[config.mk]
export PLATFORM = sky130hd
export DESIGN_NAME = node_port_arbiter
export DESIGN_NICKNAME = d
export VERILOG_FILES = /design/src/rtl/router_pkg.sv /design/src/rtl/rr_picker.sv /design/src/rtl/node_port_arbiter.sv
export SDC_FILE = /design/constraint.sdc
export NUM_CORES = 1
export LEC_CHECK = 0
export BUFFER_PORTS_ARGS = -buffer_cell sky130_fd_sc_hd__buf_4
export CORE_MARGIN = 2
export CORE_UTILIZATION = 49
export CTS_BUF_LIST = sky130_fd_sc_hd__clkbuf_16
export DETAILED_ROUTE_END_ITERATION = 12
export PLACE_DENSITY_LB_ADDON = 0.3
export SLEW_MARGIN = 10
export SYNTH_ARGS = -nofsm -noshare
export SYNTH_HDL_FRONTEND = slang
export SYNTH_SLANG_ARGS = --single-unit
[constraint.sdc]
create_clock -name Clk_R -period 3.3 [get_ports Clk_R]
set_clock_uncertainty 0.05 [all_clocks]
set_input_delay 0.495 -clock Clk_R [delete_from_list [all_inputs] [get_ports Clk_R]]
set_output_delay 0.495 -clock Clk_R [all_outputs]
set_load 0.05 [all_outputs]
[src/rtl/router_pkg.sv]
// router_pkg: definitions shared by the node-side router blocks.
//   PKT_W            packet width {dest[3:0], flag, data[23:0]}
//   DEST_MSB/LSB     position of the destination field inside a packet
//   NUM_REQ_DEFAULT  default number of local requesters per injection port
//   arb_state_e      state encoding of the node port arbiter FSM
//   pkt_dest()       extracts the destination field from a packet
package router_pkg;

  localparam int PKT_W           = 29;
  localparam int DEST_MSB        = 28;
  localparam int DEST_LSB        = 25;
  localparam int NUM_REQ_DEFAULT = 4;

  typedef enum logic [1:0] {
    ST_IDLE    = 2'd0,
    ST_CHECK   = 2'd1,
    ST_OFFER   = 2'd2,
    ST_RELEASE = 2'd3
  } arb_state_e;

  function automatic logic [3:0] pkt_dest(input logic [PKT_W-1:0] pkt);
    return pkt[DEST_MSB:DEST_LSB];
  endfunction

endpackage

[src/rtl/rr_picker.sv]
// rr_picker: combinational round-robin selector.
//   req         in   request vector, one bit per requester
//   last_grant  in   index served most recently; search starts one above it
//   grant       out  index of the first set request at or after last_grant+1
//   any         out  at least one request bit is set
module rr_picker
  import router_pkg::*;
#(
  parameter int NUM_REQ = NUM_REQ_DEFAULT
) (
  input  logic [NUM_REQ-1:0]         req,
  input  logic [$clog2(NUM_REQ)-1:0] last_grant,
  output logic [$clog2(NUM_REQ)-1:0] grant,
  output logic                       any
);

  localparam int GW = $clog2(NUM_REQ);

  // One spare bit so last_grant + offset can exceed NUM_REQ before wrapping.
  logic [GW:0] cand;

  // Walk offsets 1..NUM_REQ from last_grant; the first hit wins.
  always_comb begin
    grant = '0;
    any   = 1'b0;
    cand  = '0;
    for (int k = 1; k <= NUM_REQ; k++) begin
      cand = {1'b0, last_grant} + (GW+1)'(k);
      if (cand >= (GW+1)'(NUM_REQ)) begin
        cand = cand - (GW+1)'(NUM_REQ);
      end else begin
        cand = cand;
      end
      if (!any && req[cand[GW-1:0]]) begin
        grant = cand[GW-1:0];
        any   = 1'b1;
      end else begin
        any   = any;
      end
    end
  end

endmodule

[src/rtl/node_port_arbiter.sv]
// node_port_arbiter: shares one router_core injection port among NUM_REQ
// local requesters. A request is picked round-robin, latched, checked for a
// self-addressed destination, offered to the core until acked or timed out,
// and the requester is told the outcome with a one-cycle pulse.
//   Clk_R / Rst                     clock, async active-high reset
//   Req_Valid / Req_Packet          per-requester requests and packets
//   Req_Ready / Req_Err             per-requester accept / drop pulses
//   Packet_From_Node_Valid / _From_Node  offer towards router_core
//   Core_Load_Ack                   core acceptance (pulse or level)
//   Grant_Id                        current or last granted requester
//   Busy                            FSM not in IDLE
//   Timeout_Count                   saturating count of timed-out offers
module node_port_arbiter
  import router_pkg::*;
#(
  parameter int         NUM_REQ     = NUM_REQ_DEFAULT,
  parameter logic [3:0] R_ADDR      = 4'b0000,
  parameter int         ACK_TIMEOUT = 1023
) (
  input  logic                         Clk_R,
  input  logic                         Rst,
  input  logic [NUM_REQ-1:0]           Req_Valid,
  input  logic [PKT_W*NUM_REQ-1:0]     Req_Packet,
  output logic [NUM_REQ-1:0]           Req_Ready,
  output logic [NUM_REQ-1:0]           Req_Err,
  output logic                         Packet_From_Node_Valid,
  output logic [PKT_W-1:0]             Packet_From_Node,
  input  logic                         Core_Load_Ack,
  output logic [$clog2(NUM_REQ)-1:0]   Grant_Id,
  output logic                         Busy,
  output logic [7:0]                   Timeout_Count
);

  localparam int GW = $clog2(NUM_REQ);

  arb_state_e           state_q, state_d;
  logic [GW-1:0]        last_grant_q, last_grant_d;
  logic [GW-1:0]        grant_q, grant_d;
  logic [PKT_W-1:0]     pkt_q, pkt_d;
  logic [PKT_W-1:0]     pfn_q, pfn_d;
  logic                 valid_q, valid_d;
  logic                 busy_q, busy_d;
  logic [9:0]           timer_q, timer_d;
  logic [7:0]           tcnt_q, tcnt_d;
  logic [NUM_REQ-1:0]   ready_q, ready_d;
  logic [NUM_REQ-1:0]   err_q, err_d;

  logic [GW-1:0]        pick;
  logic                 pick_any;
  logic [PKT_W-1:0]     pkt_arr [NUM_REQ];
  logic                 self_addr;
  logic                 timed_out;

  rr_picker #(.NUM_REQ(NUM_REQ)) u_rr_picker (
    .req        (Req_Valid),
    .last_grant (last_grant_q),
    .grant      (pick),
    .any        (pick_any)
  );

  // Split the flat packet bus into one entry per requester.
  always_comb begin
    for (int i = 0; i < NUM_REQ; i++) begin
      pkt_arr[i] = Req_Packet[PKT_W*i +: PKT_W];
    end
  end

  assign self_addr = (pkt_dest(pkt_q) == R_ADDR);
  assign timed_out = (timer_q == 10'(ACK_TIMEOUT));

  // State register.
  always_ff @(posedge Clk_R or posedge Rst) begin
    if (Rst) begin
      state_q <= ST_IDLE;
    end else begin
      state_q <= state_d;
    end
  end

  // Next-state logic; an ack beats a coincident timeout.
  always_comb begin
    state_d = state_q;
    case (state_q)
      ST_IDLE: begin
        if (pick_any) state_d = ST_CHECK;
        else          state_d = ST_IDLE;
      end
      ST_CHECK: begin
        if (self_addr) state_d = ST_IDLE;
        else           state_d = ST_OFFER;
      end
      ST_OFFER: begin
        if (Core_Load_Ack)  state_d = ST_RELEASE;
        else if (timed_out) state_d = ST_IDLE;
        else                state_d = ST_OFFER;
      end
      ST_RELEASE: begin
        if (!Core_Load_Ack) state_d = ST_IDLE;
        else                state_d = ST_RELEASE;
      end
      default: state_d = ST_IDLE;
    endcase
  end

  // Output and datapath next values; outputs are derived from state_d so
  // that the registered copies line up with the state they describe.
  always_comb begin
    last_grant_d = last_grant_q;
    grant_d      = grant_q;
    pkt_d        = pkt_q;
    timer_d      = timer_q;
    tcnt_d       = tcnt_q;
    ready_d      = '0;
    err_d        = '0;
    case (state_q)
      ST_IDLE: begin
        if (pick_any) begin
          grant_d = pick;
          pkt_d   = pkt_arr[pick];
        end else begin
          grant_d = grant_q;
        end
      end
      ST_CHECK: begin
        timer_d = '0;
        if (self_addr) begin
          err_d[grant_q] = 1'b1;
          last_grant_d   = grant_q;
        end else begin
          last_grant_d   = last_grant_q;
        end
      end
      ST_OFFER: begin
        timer_d = timer_q + 10'd1;
        if (Core_Load_Ack) begin
          ready_d[grant_q] = 1'b1;
          last_grant_d     = grant_q;
        end else if (timed_out) begin
          err_d[grant_q] = 1'b1;
          last_grant_d   = grant_q;
          if (tcnt_q != 8'hFF) tcnt_d = tcnt_q + 8'd1;
          else                 tcnt_d = tcnt_q;
        end else begin
          last_grant_d = last_grant_q;
        end
      end
      ST_RELEASE: begin
        timer_d = timer_q;
      end
      default: begin
        timer_d = timer_q;
      end
    endcase
    valid_d = (state_d == ST_OFFER);
    busy_d  = (state_d != ST_IDLE);
    if (state_d == ST_OFFER) pfn_d = pkt_q;
    else                     pfn_d = pfn_q;
  end

  // Datapath and registered outputs.
  always_ff @(posedge Clk_R or posedge Rst) begin
    if (Rst) begin
      last_grant_q <= GW'(NUM_REQ - 1);
      grant_q      <= '0;
      pkt_q        <= '0;
      pfn_q        <= '0;
      valid_q      <= 1'b0;
      busy_q       <= 1'b0;
      timer_q      <= '0;
      tcnt_q       <= '0;
      ready_q      <= '0;
      err_q        <= '0;
    end else begin
      last_grant_q <= last_grant_d;
      grant_q      <= grant_d;
      pkt_q        <= pkt_d;
      pfn_q        <= pfn_d;
      valid_q      <= valid_d;
      busy_q       <= busy_d;
      timer_q      <= timer_d;
      tcnt_q       <= tcnt_d;
      ready_q      <= ready_d;
      err_q        <= err_d;
    end
  end

  assign Req_Ready              = ready_q;
  assign Req_Err                = err_q;
  assign Packet_From_Node_Valid = valid_q;
  assign Packet_From_Node       = pfn_q;
  assign Grant_Id               = grant_q;
  assign Busy                   = busy_q;
  assign Timeout_Count          = tcnt_q;

endmodule
==> flow_summary.yaml, run 1 <==
setup_path:
  reg2reg_from: "state_q[0]"
  r2r_end: "Packet_From_Node[24]"
  endpoint_kind: "flop"
  worstRegToRegCells: 6
  arrival_ns: 2.87
  crit_type: "reg -> reg"
  r2r_slack_ns: 0.61
  worstPathMaxFanout: 18
  start_kind: "flop"
  cp.required_ns: 3.48
place:
  pre_cts_ws_ns: 0.579
  hpwl_um: 8040
  io_buffers: 171
  place_congestion: 0.791
  place_area_mm2: 0.00588
synth:
  synth-main-ff-cell: "dfrtp_1"
  netlist_area_mm2: 0.00449
  synth_top_area_cell: "dfrtp_1"
  synth_top_area_share_pct: 50.2
  synth_edf_count: 0
  syn_avg_cell_area_um2: 11.8
  synth-seq-area-share_pct: 51.4
  synthTopCellsByCount: "90 x dfrtp_1, 59 x mux2i_1, 43 x nand2_1, 31 x mux2_2, 30 x o221ai_1"
  ys_types: 42
  synth-seq-cells: 92
  synth_nets: 510
  ys_warn_count: 0
  synthMostInstantiatedCell: "dfrtp_1"
  synth_async_sr_flop_share_pct: 100
  ys_top_cells_by_area: "dfrtp_1 50%, mux2i_1 13%, mux2_2 7.8%, o221ai_1 5.9%, nand2_1 3.6%"
  postSynthCellCount: 380
route:
  avgRoutedWirePerCell_um: 16.5
  drtAntennaViolNets: 0
  drc: 0
  drt_pass1_iterations: 6
  wl_um: 11000
  vias: 3651
  vias_per_cell: 5.51
  drt-initial-drc-count: 99
global_route:
  grt_max_degree: 67
  grt_usage_pct: 22.7
  met1_usage_pct: 27.3
  grt_pass1_vias: 3717
  grt_pass1_wl_um: 17900
  antenna_found_initial: 0
  grt.busiest_layer: "met2"
  met2_usage_pct: 39.7
  overflow: 0
  grt_use_met3_pct: 6.96
pwr:
  p_clk_share_pct: 18.9
  p_leak_nw: 3.06
  switchingPower_mw: 2.45
  switching_share_pct: 41.8
  comb_power_share_pct: 50.1
  power_frac_seq_pct: 31.0
  p_per_area_mw_per_mm2: 946
  vdd_ir_drop_max_v: 0.000450
  cellInternalPower_mw: 3.41
clock_tree:
  cts_tree: "yes"
  clock-root-buffer: "clkbuf_16"
  cts_setup_buffers: 0
  clock-sinks: 92
  h-tree-depth: 3
  clk_latency_ns: 0.34
  hold_buffers: 0
  clk_pin_slew_ns: 0.07
  clock_path_buffers: 2
  ctsResizeCount: 0
  cts_buffers: 9
timing:
  fmax_ghz: 0.372
  finalCriticalPeriod_ns: 2.69
  setup_slack_ns: 0.609
  hold_viol_final: 0
  setup_viol: 0
  rsz0062_at_grt: "false"
  maxSlewHeadroom_pct: 28.5
  tns_ns: 0
  tightest_slew_ns: 1.07
  drv_slew: 0
  period_share_pct: 81.6
die:
  io_pins: 172
  core-area_mm2: 0.00881
  rows: 34
  start_util_pct: 50.9
  die_x_um: 99.7
  fp.dieH_um: 99.7
  die-area_mm2: 0.00994
run_status:
  run_status: "finished, final reports clean"
final_layout:
  syn_to_final_growth_pct: 38.3
  multi_input_area_mm2: 0.00205
  seq_area_mm2: 0.00230
  fillers: 627
  final_cell_area_mm2: 0.00620
  diodes: 0
  drive_gt1_share_pct: 42.9
  final_core_util_pct: 70.4
  nets: 680
hold_path:
  worst_hold_path_type: "in -> async"
run:
  maxCapViolCount: 0
through the flow:
| stage | power, mW | instances | hold WS (ns) |
|---|---|---|---|
| 2_1_floorplan | 3.95 | 380 | 0.400 |
| 3_3_place_gp | 4.69 | 647 | 0.419 |
| 3_5_place_dp | 4.78 | 647 | 0.419 |
| 4_1_cts | 5.92 | 663 | 0.381 |
| 5_1_grt | 6.21 | 663 | 0.432 |
| 6_report | 5.87 | 663 | 0.340 |
worst max-delay path by stage:
stage | to | start | depth (start not counted) | slack, ns
2_1_floorplan | Busy | Rst | 1 | 0.37
3_3_place_gp | Packet_From_Node[24] | state_q[0] | 6 | 0.69
3_5_place_dp | Packet_From_Node[24] | state_q[0] | 6 | 0.58
4_1_cts | Packet_From_Node[24] | state_q[0] | 6 | 0.55
5_1_grt | Packet_From_Node[24] | state_q[0] | 6 | 0.41
6_report | Packet_From_Node[24] | state_q[0] | 6 | 0.61
layer usage:
layer | share of wire, % | vias up | routed length (um)
met5 | 0 | - | 0
met4 | 1.6 | 0 | 171
met3 | 7.4 | 16 | 806
met2 | 53 | 149 | 5760
met1 | 39 | 1759 | 4220
li1 | - | 1727 | -
power groups by stage:
stage | clock, mW | sequential (mW) | combinational [mW]
5_1_grt | 1.18 | 1.88 | 3.15
2_1_floorplan | 0 | 2.45 | 1.50
6_report | 1.11 | 1.82 | 2.94
3_5_place_dp | 0 | 1.83 | 2.95
4_1_cts | 1.13 | 1.82 | 2.97
3_3_place_gp | 0 | 1.82 | 2.87
flip-flops by register name, summed over array words and instances, names as in the netlist:
register / cells
timer_q: 10
Req_Ready: 4
last_grant_q: 2
Timeout_Count: 8
Grant_Id: 2
Packet_From_Node_Valid: 1
Packet_From_Node: 29
pkt_q: 29
Busy: 1
Req_Err: 4
state_q: 2
cell usage in the layout (no fill, tap or decap), types with 3 or more instances in the layout:
master	count
buf_4	178
dfrtp_1	90
mux2i_1	59
nand2_1	43
mux2_2	31
o221ai_1	30
nor2_1	17
nand2b_1	9
clkbuf_16	9
o21ai_0	8
inv_1	7
xnor2_1	7
ha_1	7
nand4_1	6
nand3_1	4
a21oi_1	4
and3_1	3
xor2_1	3
nor3_1	3
a22o_1	3
clkinvlp_4	3
final cells by class:
cell class                 instances  share of cell area [%]
sequential                        92                    37.2
multi-input combinational        260                    33.1
timing repair buffer             179                    21.9
clock buffer                       9                    3.63
tap                              108                    2.18
clock inverter                     7                    1.61
inverter                           8                   0.504
kinds of logic after synthesis:
group / Yosys count / synth area share (%)
and+or+nand+nor: 96 / 10.1
xor gates and xnor gates: 10 / 1.95
DFF: 92 / 51.4
buffers and inverters: 28 / 3.15
adders and majority gates: 7 / 1.95
AOI/OAI and AO/OA: 56 / 10.2
muxes: 91 / 21.3
worst max-delay path, cell delays in order, from the launching register on:
cell and delay, ns:
dfrtp_1 0.40, inv_1 0.11, ha_1 0.46, a21oi_2 0.15, nor3_4 0.75, buf_4 0.30
mux2_2 0.35
(Power assumes the default switching activity.)
==> inputs of run 2 (changes only) <==
==> constraint.sdc (replaced) <==
create_clock -name Clk_R -period 2.75 [get_ports Clk_R]
set_clock_uncertainty 0.05 [all_clocks]
set_input_delay 0.4125 -clock Clk_R [delete_from_list [all_inputs] [get_ports Clk_R]]
set_output_delay 0.4125 -clock Clk_R [all_outputs]
set_load 0.05 [all_outputs]
==> flow_summary.yaml, run 2 (synthesis gave the netlist of run 1 again) <==
run_status:
  run_status: "finished, final reports clean"
pwr:
  p_leak_nw: 3.04
  vdd_ir_drop_max_v: 0.000522
  p_per_area_mw_per_mm2: 1110
route:
  wl_um: 10500
  drc: 0
  drt-initial-drc-count: 168
  drt_pass1_iterations: 4
  vias_per_cell: 5.44
  drtAntennaViolNets: 0
  vias: 3606
  avgRoutedWirePerCell_um: 15.9
global_route:
  grt_pass1_wl_um: 17000
  overflow: 0
  grt_usage_pct: 21.4
  grt_pass1_vias: 3611
  met1_usage_pct: 26.2
  grt.busiest_layer: "met2"
  grt_use_met3_pct: 4.57
  grt_max_degree: 71
  met2_usage_pct: 37.5
  antenna_found_initial: 0
clock_tree:
  clock-sinks: 92
  cts_tree: "yes"
  ctsResizeCount: 0
  clock-root-buffer: "clkbuf_16"
  clock_path_buffers: 2
  clk_latency_ns: 0.33
  cts_buffers: 9
  h-tree-depth: 3
  cts_setup_buffers: 0
  clk_pin_slew_ns: 0.07
  hold_buffers: 0
setup_path:
  cp.required_ns: 2.92
  arrival_ns: 2.54
  crit_type: "reg -> reg"
  endpoint_kind: "flop"
  worstPathMaxFanout: 16
  start_kind: "flop"
  r2r_slack_ns: 0.39
final_layout:
  fillers: 598
  seq_area_mm2: 0.00230
  diodes: 0
  multi_input_area_mm2: 0.00205
  syn_to_final_growth_pct: 37.7
  final_common_cell: "buf_4"
  nets: 680
  instances_no_fill: 663
  layout_common_cells: "177 x buf_4, 90 x dfrtp_1, 59 x mux2i_1"
  drive_gt1_share_pct: 42.7
timing:
  whs_ns: 0.0659
  setup_viol: 0
  rsz0062_at_grt: "false"
  tns_ns: 0
  finalCriticalPeriod_ns: 2.36
  period_share_pct: 85.9
  tightest_slew_ns: 0.611
  maxSlewHeadroom_pct: 59.2
  setup_slack_ns: 0.387
  drv_slew: 0
  fmax_ghz: 0.423
  hold_viol_final: 0
place:
  hpwl_um: 7870
  dp_cells: 646
  io_buffers: 171
  place_congestion: 0.755
  pre_cts_ws_ns: 0.118
die:
  fp.dieH_um: 99.7
  rows: 34
  die-area_mm2: 0.00994
  start_util_pct: 50.9
  io_pins: 172
  core-area_mm2: 0.00881
  die_x_um: 99.7
hold_path:
  worst_hold_path_type: "in -> async"
run:
  maxCapViolCount: 0
[run 2: cell type report]
type | count | share of cell area [%]
clock buffer | 9 | 3.65
tap | 108 | 2.19
timing repair buffer | 179 | 22.2
clock inverter | 7 | 0.932
inverter | 8 | 0.547
sequential | 92 | 37.3
multi-input combinational | 260 | 33.2
[run 2: worst paths after layout]
check | end | cells after the start | start
max | Packet_From_Node[12] | 7 | timer_q[0]
min | Req_Err[2] | 2 | Rst
max reg2reg | Packet_From_Node[12] | 7 | timer_q[0]
min reg2reg | pkt_q[21] | 2 | pkt_q[21]
max in group asynchronous | last_grant_q[0] | 3 | Rst
min in group Clk_R | pkt_q[15] | 3 | Req_Packet[102]
[run 2: report_power, final]
part	total (mW)	switching (mW)	internal, mW	leakage, nW
Combinational	3.51	2.08	1.43	1.73
Sequential	2.19	0.314	1.87	1.18
Clock	1.15	0.525	0.625	0.136
Total	6.85	2.92	3.93	3.04
[run 2: per-layer routing]
metal	routed length, um	share of wire (%)
met4	218	2.1
met3	674	6.4
met1	4160	40
met2	5470	52
met5	0	0
[run 2: critical path: stages (launching register included)]
cell and delay [ns]:
dfrtp_1 0.40, ha_1 0.22, nand3_2 0.14, or4_4 0.61, a21oi_2 0.23, nor3_4 0.07
buf_4 0.21, mux2_4 0.31
[run 2: metrics by stage]
stage	cell area [um2]	power [mW]	util [%]
2_1_floorplan	4490	4.74	-
3_3_place_gp	5890	5.62	66.8
3_5_place_dp	5890	5.72	66.8
4_1_cts	6170	6.89	70.0
5_1_grt	6180	7.26	70.1
6_report	6180	6.85	70.1
